[src/rtl/tcam_pkg.sv]
// Shared types and constants for the TCAM search-side sequencer.
// Holds the walker state encoding and the response bundle.
package tcam_pkg;

  localparam int TCAM_KEY_W  = 7;
  localparam int TCAM_VEC_W  = 64;
  localparam int TCAM_IDX_W  = 6;
  localparam int TCAM_ADDR_W = 8;

  typedef enum logic [1:0] {
    ST_IDLE,
    ST_ISSUE,
    ST_WAIT,
    ST_EMIT
  } tcam_state_e;

  typedef struct packed {
    logic                  hit;
    logic [TCAM_IDX_W-1:0] idx;
    logic                  last;
  } tcam_rsp_t;

endpackage

[src/rtl/tcam_prio_enc.sv]
// Lowest-set-bit priority encoder over a match vector.
// Also flags whether any bit, or exactly one bit, is set.
module tcam_prio_enc #(
  parameter int VEC_W = 64,
  parameter int IDX_W = 6
) (
  input  logic [VEC_W-1:0] vec,
  output logic [IDX_W-1:0] idx,
  output logic             any,
  output logic             single
);

  // Scan downwards so the lowest set bit wins.
  always_comb begin
    idx = '0;
    for (int i = VEC_W - 1; i >= 0; i--) begin
      if (vec[i]) idx = IDX_W'(i);
    end
  end

  assign any    = |vec;
  assign single = any && ((vec & (vec - VEC_W'(1))) == '0);

endmodule

[src/rtl/tcam_match_walker.sv]
// Search sequencer: issues one TCAM read per key, then streams
// every matching entry index in ascending order with a last flag.
module tcam_match_walker
  import tcam_pkg::*;
#(
  parameter int KEY_W  = TCAM_KEY_W,
  parameter int VEC_W  = TCAM_VEC_W,
  parameter int IDX_W  = TCAM_IDX_W,
  parameter int RD_LAT = 1
) (
  input  logic                   in_clk,
  input  logic                   in_rst,
  input  logic                   in_req_valid,
  output logic                   out_req_ready,
  input  logic [KEY_W-1:0]       in_req_key,
  output logic                   out_tcam_csb,
  output logic                   out_tcam_web,
  output logic [TCAM_ADDR_W-1:0] out_tcam_addr,
  input  logic [VEC_W-1:0]       in_tcam_rdata,
  output logic                   out_rsp_valid,
  input  logic                   in_rsp_ready,
  output logic                   out_rsp_hit,
  output logic [IDX_W-1:0]       out_rsp_idx,
  output logic                   out_rsp_last,
  output logic                   out_busy
);

  tcam_state_e      state_q;
  tcam_state_e      state_d;
  logic [KEY_W-1:0] key_q;
  logic [VEC_W-1:0] match_q;
  logic [1:0]       cnt_q;

  logic             accept;
  logic             capture;
  logic             rsp_fire;
  logic             csb_d;
  tcam_rsp_t        rsp;

  logic [IDX_W-1:0] enc_idx;
  logic             enc_any;
  logic             enc_single;

  tcam_prio_enc #(
    .VEC_W (VEC_W),
    .IDX_W (IDX_W)
  ) u_enc (
    .vec    (match_q),
    .idx    (enc_idx),
    .any    (enc_any),
    .single (enc_single)
  );

  always_ff @(posedge in_clk) begin
    if (in_rst) begin
      state_q <= ST_IDLE;
      key_q   <= '0;
      match_q <= '0;
      cnt_q   <= '0;
    end else begin
      state_q <= state_d;
      if (accept) key_q <= in_req_key;
      if (state_q == ST_ISSUE) begin
        cnt_q <= 2'(RD_LAT - 1);
      end else if (state_q == ST_WAIT && cnt_q != '0) begin
        cnt_q <= cnt_q - 2'd1;
      end
      if (capture) begin
        match_q <= in_tcam_rdata;
      end else if (rsp_fire) begin
        match_q <= match_q & ~(VEC_W'(1) << enc_idx);
      end
    end
  end

  // Responses depend only on registered state, so they hold under stall.
  always_comb begin
    state_d       = state_q;
    out_req_ready = 1'b0;
    csb_d         = 1'b1;
    out_tcam_addr = '0;
    out_rsp_valid = 1'b0;
    rsp           = '0;
    accept        = 1'b0;
    capture       = 1'b0;
    rsp_fire      = 1'b0;
    unique case (state_q)
      ST_IDLE: begin
        out_req_ready = 1'b1;
        if (in_req_valid) begin
          accept  = 1'b1;
          state_d = ST_ISSUE;
        end
      end
      ST_ISSUE: begin
        csb_d         = 1'b0;
        out_tcam_addr = {1'b0, key_q};
        state_d       = ST_WAIT;
      end
      ST_WAIT: begin
        if (cnt_q == '0) begin
          capture = 1'b1;
          state_d = ST_EMIT;
        end
      end
      ST_EMIT: begin
        out_rsp_valid = 1'b1;
        rsp.hit       = enc_any;
        rsp.idx       = enc_idx;
        rsp.last      = !enc_any || enc_single;
        if (in_rsp_ready) begin
          rsp_fire = 1'b1;
          if (rsp.last) state_d = ST_IDLE;
        end
      end
      default: state_d = ST_IDLE;
    endcase
  end

  // Keep the macro deselected while reset is held.
  assign out_tcam_csb = csb_d | in_rst;
  assign out_tcam_web = 1'b1;
  assign out_rsp_hit  = rsp.hit;
  assign out_rsp_idx  = rsp.idx;
  assign out_rsp_last = rsp.last;
  assign out_busy     = (state_q != ST_IDLE);

endmodule

[config.mk]
export PLATFORM = sky130hd
export DESIGN_NAME = tcam_match_walker
export DESIGN_NICKNAME = d
export VERILOG_FILES = /design/src/rtl/tcam_pkg.sv /design/src/rtl/tcam_prio_enc.sv /design/src/rtl/tcam_match_walker.sv
export SDC_FILE = /design/constraint.sdc
export NUM_CORES = 1
export LEC_CHECK = 0
export BUFFER_PORTS_ARGS = -buffer_cell sky130_fd_sc_hd__buf_2
export CORE_ASPECT_RATIO = 2
export CORE_MARGIN = 2
export CORE_UTILIZATION = 61
export DETAILED_ROUTE_END_ITERATION = 12
export PLACE_DENSITY = 0.94
export SYNTH_ARGS = -nofsm -noshare
export SYNTH_HDL_FRONTEND = slang
export SYNTH_SLANG_ARGS = --single-unit
[constraint.sdc]
create_clock -name in_clk -period 7.5 [get_ports in_clk]
set_clock_uncertainty 0.05 [all_clocks]
set_input_delay 1.5 -clock in_clk [delete_from_list [all_inputs] [get_ports in_clk]]
set_output_delay 1.5 -clock in_clk [all_outputs]
set_load 0.005 [all_outputs]
==> results of run 1 <==
==> layer usage <==
metal | up-vias | part of all wire [%]
met5 | - | 0
met4 | 0 | 10
met3 | 150 | 8.4
met2 | 420 | 50
met1 | 2735 | 31
li1 | 2659 | -
==> per-stage QoR <==
step / std cells / setup WS, ns / utilization (%) / hold slack, ns
2_1_floorplan: 682 / 3.24 / - / 0.382
3_3_place_gp: 811 / 2.56 / 66.4 / 0.390
3_5_place_dp: 811 / 2.54 / 66.4 / 0.405
4_1_cts: 827 / 2.16 / 70.0 / 0.413
5_1_grt: 829 / 1.88 / 70.1 / 0.426
6_report: 829 / 2.11 / 70.1 / 0.412
==> registers in the layout (all words and copies together) (netlist names) <==
signal,flops
cnt_q,2
key_q,7
match_q,64
state_q,2
==> final cells by class <==
type,count,share of cell area [%]
timing repair buffer,100,9.04
antenna,2,0.0874
inverter,29,1.90
tap,98,2.14
clock buffer,10,4.00
sequential,75,26.2
multi-input combinational,509,55.5
clock inverter,6,1.11
==> layout by cell type, fill, tap and decap left out, types with 3 or more instances in the layout <==
cell type / n
buf_2: 93
dfxtp_1: 75
nor2_1: 61
nand2_1: 57
a32o_1: 52
nand3_1: 49
a21oi_1: 44
o21ai_0: 38
nor3_1: 31
inv_1: 29
nor4_1: 25
and2_1: 14
a31oi_1: 14
o31ai_1: 10
a22o_1: 9
clkbuf_16: 9
or4_1: 8
buf_4: 7
a2111oi_0: 6
nor2b_1: 6
or4_4: 5
ha_1: 5
nand2b_1: 4
o31a_1: 4
nand4_1: 4
nor4_2: 3
and2_0: 3
a211oi_1: 3
o41ai_1: 3
o211ai_1: 3
o32ai_1: 3
or3_1: 3
a21o_1: 3
and3_1: 3
==> logic make-up (layout without fill, tap and decap cells) <==
kind of cell    count (synthesis)  after routing  synth area share (%)
fa+ha+maj                       7              7                  1.63
compound gates                211            211                  30.7
buf+inv                        98            145                  7.89
simple gates                  288            288                  29.8
other cells                     2              4                 0.148
flops                          75             75                  29.7
xor+xnor                        1              1                 0.173
==> critical path: stages (launching register included) <==
cell     delay [ns]
dfxtp_1        0.38
nor4_2         0.55
and2_0         0.42
nand3_1        0.42
or3_1          0.47
a21oi_1        0.15
a21oi_1        0.05
or4_4          0.44
nor4_1         0.41
buf_2          0.20
==> how the worst max path moves through the flow <==
stage	from	endpoint
final	match_q[0]$_SDFFE_PP0P_	out_rsp_last
after global routing	match_q[0]$_SDFFE_PP0P_	out_rsp_last
after CTS	match_q[0]$_SDFFE_PP0P_	out_rsp_last
after detailed placement	match_q[26]$_SDFFE_PP0P_	out_rsp_last
after global placement	match_q[26]$_SDFFE_PP0P_	out_rsp_last
after floorplan	match_q[26]$_SDFFE_PP0P_	out_rsp_last
==> qor.csv, run 1 <==
metric,value,unit
grtUsageTotal,47.6,%
ctsRootBufferMaster,clkbuf_16,
grt_pass1_wl,31600,um
gr-usage-met2,77.1,%
multi_input_area,3180,um2
timing.setup.tns,0,ns
seq_area_frac_synth,29.7,%
clock_sinks,75,
hpwlAfterDp,15500,um
synth_top_cell_area_share,29.7,%
maxSlewHeadroom,7.45,%
use_met3,16.5,%
hp-class,reg2reg,
r2r-end,match_q[57]$_SDFFE_PP0P_,
cts_max_level,3,
maxSlewViolCount,0,
yosysMostFrequentCell,dfxtp_1,
fmax,185,MHz
grt_pass1_vias,5857,
place.gp.congestion,1.10,
cts_resized,0,
drtAntennaViolNets,0,
crit_arrival,3.84,ns
critPathKind,reg2out,
coreArea,8170,um2
setup_viol,0,
holdPathEnd,key_q[2]$_SDFFE_PP0P_,
final_net_count,804,
met1_usage,44.1,%
post_synth_num_cell_types,58,
final_area,5730,um2
path_clk_slew,0.06,ns
cts-buffers-inserted,9,
synth_cells,682,
syn-num-nets,762,
synth_edf_count,0,
start_util,61.9,%
hold_violations,0,
hold_depth,2,
drive_gt1_share,18.7,%
startpoint_type,flip-flop,
status,"complete, no violations",
dpl_cell_area,5430,um2
clk_latency,0.35,ns
first_pass_iters,7,
viasPerCell,7.19,
area_growth,13.2,%
crit_fanout,12,
io_buffers,93,
detailroute.via_count,5964,
syn_area,5060,um2
drc,0,
wl,20800,um
synth_top_area_cell,dfxtp_1,
rsz0062_at_grt,false,
antenna_found_initial,2,
reg2reg_from,match_q[0]$_SDFFE_PP0P_,
final.min_clock_period,5.39,ns
hold_buffers,0,
worst_pin_slew,1.38,ns
holdCritStartpoint,key_q[2]$_SDFFE_PP0P_,
cts_tree,built,
ys_top_cells_by_area,"dfxtp_1 30%, a32o_1 10%, nand3_1 4.8%",
seq_area,1500,um2
post_cts_buffers,0,
fin_crit_sh,71.9,%
top_usage_layer,met2,
cp-end-kind,primary output,
synth_common_cells,"75 x dfxtp_1, 63 x nor2_1, 57 x nand2_1, 55 x clkbuf_1, 52 x a32o_1",
rrSetupSlack,3.32,ns
ios,96,
grt_max_degree,65,
synth_seq_cells,75,
drtIter0Drc,719,
fillerInstances,689,
synth.avg_cell_area,7.42,um2
dieArea,9080,um2
avgRoutedWirePerCell,25.0,um
ys_dominant_reg_cell,dfxtp_1,
clock_path_buffers,2,
fp-row-count,47,
die_h,133,um
grt-ovfl-total,0,
max_cap_viol_count,0,
cp.required,5.95,ns
worstRegToRegCells,8,
die_w,68.4,um
synth_async_sr_flop_share,0,%
yosys_warnings,0,
Power of run 1 is not shown: default switching activity piles up to over one toggle a cycle in this logic, so the estimate is an artifact.
==> inputs of run 2 (changes only) <==
--- a/config.mk
+++ b/config.mk
@@ -8,9 +8,9 @@
 export BUFFER_PORTS_ARGS = -buffer_cell sky130_fd_sc_hd__buf_2
 export CORE_ASPECT_RATIO = 2
 export CORE_MARGIN = 2
-export CORE_UTILIZATION = 61
+export CORE_UTILIZATION = 56
 export DETAILED_ROUTE_END_ITERATION = 12
-export PLACE_DENSITY = 0.94
+export PLACE_DENSITY = 0.88
 export SYNTH_ARGS = -nofsm -noshare
 export SYNTH_HDL_FRONTEND = slang
 export SYNTH_SLANG_ARGS = --single-unit
==> constraint.sdc (replaced) <==
create_clock -name in_clk -period 5.61 [get_ports in_clk]
set_clock_uncertainty 0.05 [all_clocks]
set_input_delay 1.122 -clock in_clk [delete_from_list [all_inputs] [get_ports in_clk]]
set_output_delay 1.122 -clock in_clk [all_outputs]
set_load 0.005 [all_outputs]
==> run 2 against run 1 <==
- via count fell by 1.6%
- setup slack worse by 1.6 ns
- sequential cell count did not move
- final cell count unchanged
- clock-buffer cell count down 1
- sequential share of layout area is 0.075 points higher
- first-iteration DRC count down 12%
- die area is 8.5% higher
- worst hold slack worse by 0.0050 ns
- routed wire length fell by 7.8%
- critical path depth unchanged
- design area decreased by 0.28%
==> qor.csv, run 2 (same netlist as run 1, synthesis figures left out) <==
metric,value,unit,change
status,"complete, no violations",,unchanged
drive_gt1_share,18.4,%,was 18.7%
crit_arrival,3.93,ns,was 3.84 ns
top_regs,"match_q (64), key_q (7)",,unchanged
crit_family,simple AND/OR/NAND/NOR gates,,unchanged
worstRegToRegCells,9,,was 8
gr-usage-met2,66.6,%,was 77.1%
dp_cells,813,,was 811
path_common_cell,a21oi_1,,unchanged
worstSetupStartpoint,match_q[0]$_SDFFE_PP0P_,,unchanged
die_w,71.2,um,was 68.4 um
cts_resized,0,,unchanged
setup_viol,0,,unchanged
grtUsageTotal,39.0,%,was 47.6%
drtAntennaViolNets,0,,unchanged
post_cts_buffers,0,,unchanged
hp-class,reg2reg,,unchanged
reg2reg_from,match_q[13]$_SDFFE_PP0P_,,was match_q[0]$_SDFFE_PP0P_
layout_commonest_cell,buf_2,,unchanged
grt-ovfl-total,0,,unchanged
start_util,56.9,%,was 61.9%
regMostFlops,match_q,,unchanged
cp_cell_sequence,nor4_2 > and2_0 > nand3_1 > or3_1 > a21oi_1 > a21oi_1 > or4_4 > nor4_1 > buf_2,,unchanged
grt_pass1_wl,30100,um,was 31600 um
grt_max_degree,56,,was 65
clock_path_buffers,2,,unchanged
drc,0,,unchanged
endpoint,out_rsp_last,,unchanged
antenna_found_initial,0,,was 2
met1_usage,38.4,%,was 44.1%
clk_latency,0.34,ns,was 0.35 ns
io_buffers,93,,unchanged
cts-buffers-inserted,9,,unchanged
ctsRootBufferMaster,clkbuf_16,,unchanged
dieArea,9860,um2,was 9080 um2
coreArea,8890,um2,was 8170 um2
n_antenna_cell,0,,was 2
largest_register_ffs,64,,unchanged
worst_pin_slew,1.35,ns,was 1.38 ns
final.min_clock_period,5.10,ns,
place.gp.congestion,1.10,,about the same
use_met3,8.60,%,was 16.5%
timing.setup.tns,0,ns,unchanged
final_net_count,802,,was 804
crit_fanout,12,,unchanged
clock_sinks,75,,unchanged
fin_crit_sh,90.9,%,
maxSlewViolCount,0,,unchanged
fp-row-count,49,,was 47
cts_tree,built,,unchanged
max_cap_viol_count,0,,unchanged
area_growth,12.9,%,was 13.2%
top_usage_layer,met2,,unchanged
cp.depth,9,,unchanged
startpoint_type,flip-flop,,unchanged
crit_slowest_cell,nor4_2,,unchanged
cp.required,4.44,ns,was 5.95 ns
die_h,138,um,was 133 um
rsz0062_at_grt,false,,unchanged
avgRoutedWirePerCell,23.1,um,was 25.0 um
hpwlAfterDp,14600,um,was 15500 um
grt_pass1_vias,5793,,was 5857
wl,19100,um,was 20800 um
r2r-end,match_q[43]$_SDFFE_PP0P_,,was match_q[57]$_SDFFE_PP0P_
cp-end-kind,primary output,,unchanged
maxSlewHeadroom,8.98,%,was 7.45%
fmax,196,MHz,
critPathKind,reg2out,,unchanged
drtIter0Drc,634,,was 719
path_clk_slew,0.06,ns,about the same
fin_cells,829,,unchanged
final_cell_mix,"93 x buf_2, 75 x dfxtp_1, 62 x nor2_1",,"was 93 x buf_2, 75 x dfxtp_1, 61 x nor2_1"
first_pass_iters,5,,was 7
detailroute.via_count,5867,,was 5964
cts_max_level,3,,unchanged
ios,96,,unchanged
viasPerCell,7.08,,was 7.19
hold_violations,0,,unchanged
cp.buffers_inverters,1,,unchanged
rrSetupSlack,1.42,ns,was 3.32 ns
hold_buffers,0,,unchanged
critPathMaxStageDelay,0.53,ns,was 0.55 ns
-- run 2: cell count changes in the layout (fill, tap and decap cells not counted), sizes merged --
cell and delta:
inv -1, buf -2, diode -2, clkinv +2, clkbuf -1
-- run 2: metal layers --
layer	up-vias	wire length, um
met5	-	0
met4	0	1900
met3	122	1340
met2	341	9820
met1	2747	6080
li1	2657	-
-- run 2: per-stage QoR --
| stage | hold WS (ns) | instance area (um2) | util [%] | setup WS (ns) |
|---|---|---|---|---|
| after floorplan | 0.382 | 5060 | - | 1.73 |
| after global placement | 0.388 | 5420 | 60.9 | 1.03 |
| after detailed placement | 0.397 | 5420 | 60.9 | 0.962 |
| after CTS | 0.405 | 5710 | 64.3 | 0.578 |
| after global routing | 0.423 | 5710 | 64.3 | 0.348 |
| final | 0.407 | 5710 | 64.3 | 0.510 |
-- run 2: layout make-up --
| cell class | count | area, um2 |
|---|---|---|
| Fill cell | 777 | 3180 |
| Clock buffer | 9 | 225 |
| Multi-Input combinational cell | 509 | 3180 |
| Tap cell | 102 | 128 |
| Inverter | 29 | 109 |
| Sequential cell | 75 | 1500 |
| Clock inverter | 7 | 68.8 |
| Timing Repair Buffer | 98 | 503 |
-- run 2: worst min-delay path by stage --
stage                                     start  cells past startpoint               endpoint  slack [ns]
after floorplan           key_q[0]$_SDFFE_PP0P_                      2  key_q[0]$_SDFFE_PP0P_        0.38
after detailed placement  key_q[2]$_SDFFE_PP0P_                      2  key_q[2]$_SDFFE_PP0P_        0.40
after global placement    key_q[4]$_SDFFE_PP0P_                      2  key_q[4]$_SDFFE_PP0P_        0.39
after global routing      key_q[6]$_SDFFE_PP0P_                      2  key_q[6]$_SDFFE_PP0P_        0.42
after CTS                 key_q[2]$_SDFFE_PP0P_                      2  key_q[2]$_SDFFE_PP0P_        0.41
final                     key_q[2]$_SDFFE_PP0P_                      2  key_q[2]$_SDFFE_PP0P_        0.41
-- run 2: worst reg2reg max path, delay by kind of cell, from the launching register on --
family	cells	cell delay, ns
buffers and inverters	1	0.12
AO/OA/AOI/OAI	5	1.60
AND/OR/NAND/NOR	3	1.82
flip-flops	1	0.49
Power of run 2 is left out for the same reason.
==> inputs of run 3 (changes only) <==
--- a/config.mk
+++ b/config.mk
@@ -5,10 +5,11 @@
 export SDC_FILE = /design/constraint.sdc
 export NUM_CORES = 1
 export LEC_CHECK = 0
+export ABC_AREA = 1
 export BUFFER_PORTS_ARGS = -buffer_cell sky130_fd_sc_hd__buf_2
 export CORE_ASPECT_RATIO = 2
 export CORE_MARGIN = 2
-export CORE_UTILIZATION = 56
+export CORE_UTILIZATION = 57
 export DETAILED_ROUTE_END_ITERATION = 12
 export PLACE_DENSITY = 0.88
 export SYNTH_ARGS = -nofsm -noshare
==> run 3 against run 2 <==
- critical path depth increased by 57
- via count increased by 4.8%
- synthesized cell count increased by 34%
- non-clock buffer count increased by 1
- sequential cell count unchanged
- core utilization increased by 2.2 points
- critical path type unchanged
==> qor.csv, run 3 <==
metric,value,unit,change
dieArea,10200,um2,was 9860 um2
grtUsageTotal,33.2,%,was 39.0%
final.min_clock_period,5.26,ns,was 5.10 ns
cts_max_level,3,,unchanged
maxSlewHeadroom,48.6,%,was 8.98%
synth_cells,915,,was 682
clk_latency,0.34,ns,about the same
synth.avg_cell_area,5.83,um2,was 7.42 um2
dpl_cell_area,5830,um2,was 5420 um2
ios,96,,unchanged
path_common_cell,nand2_1,,was a21oi_1
first_pass_iters,5,,unchanged
drtAntennaViolNets,0,,unchanged
synth_edf_count,0,,unchanged
final_net_count,1070,,was 802
grt_pass1_wl,26600,um,was 30100 um
clock_sinks,75,,unchanged
start_util,57.6,%,was 56.9%
die_w,72.4,um,was 71.2 um
hold_buffers,0,,unchanged
post_synth_num_cell_types,43,,was 58
rrSetupSlack,1.51,ns,was 1.42 ns
crit_arrival,4.09,ns,was 3.93 ns
drtIter0Drc,491,,was 634
ctsRootBufferMaster,clkbuf_16,,unchanged
worst_pin_slew,0.769,ns,was 1.35 ns
hpwlAfterDp,12000,um,was 14600 um
fin_cells,1098,,was 829
path_clk_slew,0.06,ns,about the same
cp-end-kind,primary output,,unchanged
cp.required,4.44,ns,about the same
syn_area,5340,um2,was 5060 um2
fp-row-count,50,,was 49
grt_max_degree,71,,was 56
maxSlewViolCount,0,,unchanged
timing.setup.tns,0,ns,unchanged
drc,0,,unchanged
largest_register_ffs,64,,unchanged
startpoint_type,flip-flop,,unchanged
setup_slack,0.352,ns,was 0.510 ns
final_area,6150,um2,was 5710 um2
synth_top_cell_area_share,28.1,%,was 29.7%
wl,16600,um,was 19100 um
cts-buffers-inserted,9,,unchanged
critPathKind,reg2out,,unchanged
crit_fanout,3,,was 12
grt_pass1_vias,6101,,was 5793
clock_path_buffers,2,,unchanged
detailroute.via_count,6151,,was 5867
power.density,580,nW/um2,
yosysMostFrequentCell,nand2_1,,was dfxtp_1
antenna_found_initial,0,,unchanged
synth_seq_cells,75,,unchanged
ys_dominant_reg_cell,dfxtp_1,,unchanged
seq_area_frac_synth,28.1,%,was 29.7%
layout_commonest_cell,nand2_1,,was buf_2
synth_common_cells,"240 x nand2_1, 168 x inv_1, 121 x nor2_1, 75 x dfxtp_1, 53 x nand3_1",,"was 75 x dfxtp_1, 63 x nor2_1, 57 x nand2_1, 55 x clkbuf_1, 52 x a32o_1"
max_cap_viol_count,0,,unchanged
final_util,66.4,%,was 64.3%
avgRoutedWirePerCell,15.1,um,was 23.1 um
vdd_drop_max,0.383,mV,
pre_cts_ws,0.813,ns,was 0.962 ns
critPathMaxStageDelay,0.33,ns,was 0.53 ns
die_h,141,um,was 138 um
yosys_warnings,0,,unchanged
setup_viol,0,,unchanged
p_leak,3.29,nW,
dp_cells,1082,,was 813
synth_top_area_cell,dfxtp_1,,unchanged
regMostFlops,match_q,,unchanged
crit_slowest_cell,dfxtp_2,,was nor4_2
status,"complete, no violations",,unchanged
area_growth,15.2,%,was 12.9%
synth_async_sr_flop_share,0,%,unchanged
hp-class,reg2reg,,unchanged
n_antenna_cell,0,,unchanged
cts_tree,built,,unchanged
top_regs,"match_q (64), key_q (7)",,unchanged
coreArea,9260,um2,was 8890 um2
viasPerCell,5.60,,was 7.08
ys_top_cells_by_area,"dfxtp_1 28%, nand2_1 17%, inv_1 12%",,"was dfxtp_1 30%, a32o_1 10%, nand3_1 4.8%"
fin_crit_sh,93.7,%,was 90.9%
final_cell_mix,"238 x nand2_1, 165 x inv_1, 121 x nor2_1",,"was 93 x buf_2, 75 x dfxtp_1, 62 x nor2_1"
fmax,190,MHz,was 196 MHz
hold_violations,0,,unchanged
grt-ovfl-total,0,,unchanged
place.gp.congestion,0.981,,was 1.10
io_buffers,93,,unchanged
syn-num-nets,995,,was 762
rsz0062_at_grt,true,,was false
drive_gt1_share,15.1,%,was 18.4%
==> run 3: changes by cell type in the layout (fill, tap and decap cells not counted), sizes merged, moves of 16 or more <==
| cell | before | now |
|---|---|---|
| a32o | 52 | 0 |
| a31oi | 14 | 30 |
| nand2 | 57 | 244 |
| inv | 29 | 176 |
| nor2 | 63 | 130 |
| nor3 | 32 | 13 |
| nor4 | 30 | 12 |
| a21oi | 45 | 23 |
| and2 | 17 | 0 |
| o211ai | 3 | 25 |
==> run 3: per-stage QoR <==
step                hold slack, ns  power [W]
floorplan                    0.386    0.00238
global route                 0.452    0.00387
detailed placement           0.408    0.00289
global placement             0.395    0.00287
finish                       0.417    0.00356
CTS                          0.416    0.00352
==> run 3: cell families (layout without fill, tap and decap cells) <==
logic type	after synthesis	in the layout	synth area share (%)
DFF	75	75	28.1
AOI/OAI and AO/OA	146	146	17.1
other	2	2	0.141
buffers and inverters	214	293	15.2
and+or+nand+nor	473	473	38.2
adders and majority gates	5	5	1.17
==> run 3: timing repair <==
action	4_1_cts	5_1_grt
gates resized for setup	0	6
setup buffers	0	1
endpoints found under the setup margin	0	2
==> run 3: layer usage <==
| metal | vias up | GRT usage, % | share of wire, % |
|---|---|---|---|
| met5 | - | 0 | 0 |
| met2 | 255 | 61.7 | 53 |
| met1 | 2730 | 30.7 | 35 |
| met3 | 100 | 5.72 | 5.3 |
| li1 | 3066 | - | - |
| met4 | 0 | 24.8 | 7.1 |
==> run 3: final timing paths <==
| check | start | end | cells after the start |
|---|---|---|---|
| max | match_q[62]$_SDFFE_PP0P_ | out_rsp_idx[0] | 66 |
| min reg2reg | cnt_q[0]$_SDFFE_PP0P_ | cnt_q[0]$_SDFFE_PP0P_ | 2 |
| min | cnt_q[0]$_SDFFE_PP0P_ | cnt_q[0]$_SDFFE_PP0P_ | 2 |
| max reg2reg | match_q[8]$_SDFFE_PP0P_ | state_q[0]$_SDFFE_PP0P_ | 22 |
==> run 3: worst max-delay path: cells and delay by family, from the launching register on <==
kind | cells | cell delay, ns
and+or+nand+nor | 64 | 3.14
buffers and inverters | 2 | 0.21
DFF | 1 | 0.33
==> run 3: cell type report <==
cell class,instances,area (um2)
Clock buffer,11,253
Clock inverter,4,50.0
Fill cell,875,3110
Inverter,179,673
Multi-Input combinational cell,626,3030
Sequential cell,75,1500
Tap cell,104,130
Timing Repair Buffer,99,510
==> run 3: power breakdown <==
group / leakage [nW] / internal, W / switching [W] / total (W)
Clock: 0.144 / 0.000365 / 0.000232 / 0.000598
Combinational: 2.53 / 0.000686 / 0.00151 / 0.00219
Sequential: 0.613 / 0.000655 / 0.000117 / 0.000772
Total: 3.29 / 0.00171 / 0.00186 / 0.00356
No activity file was read; power rests on OpenSTA's default activity.
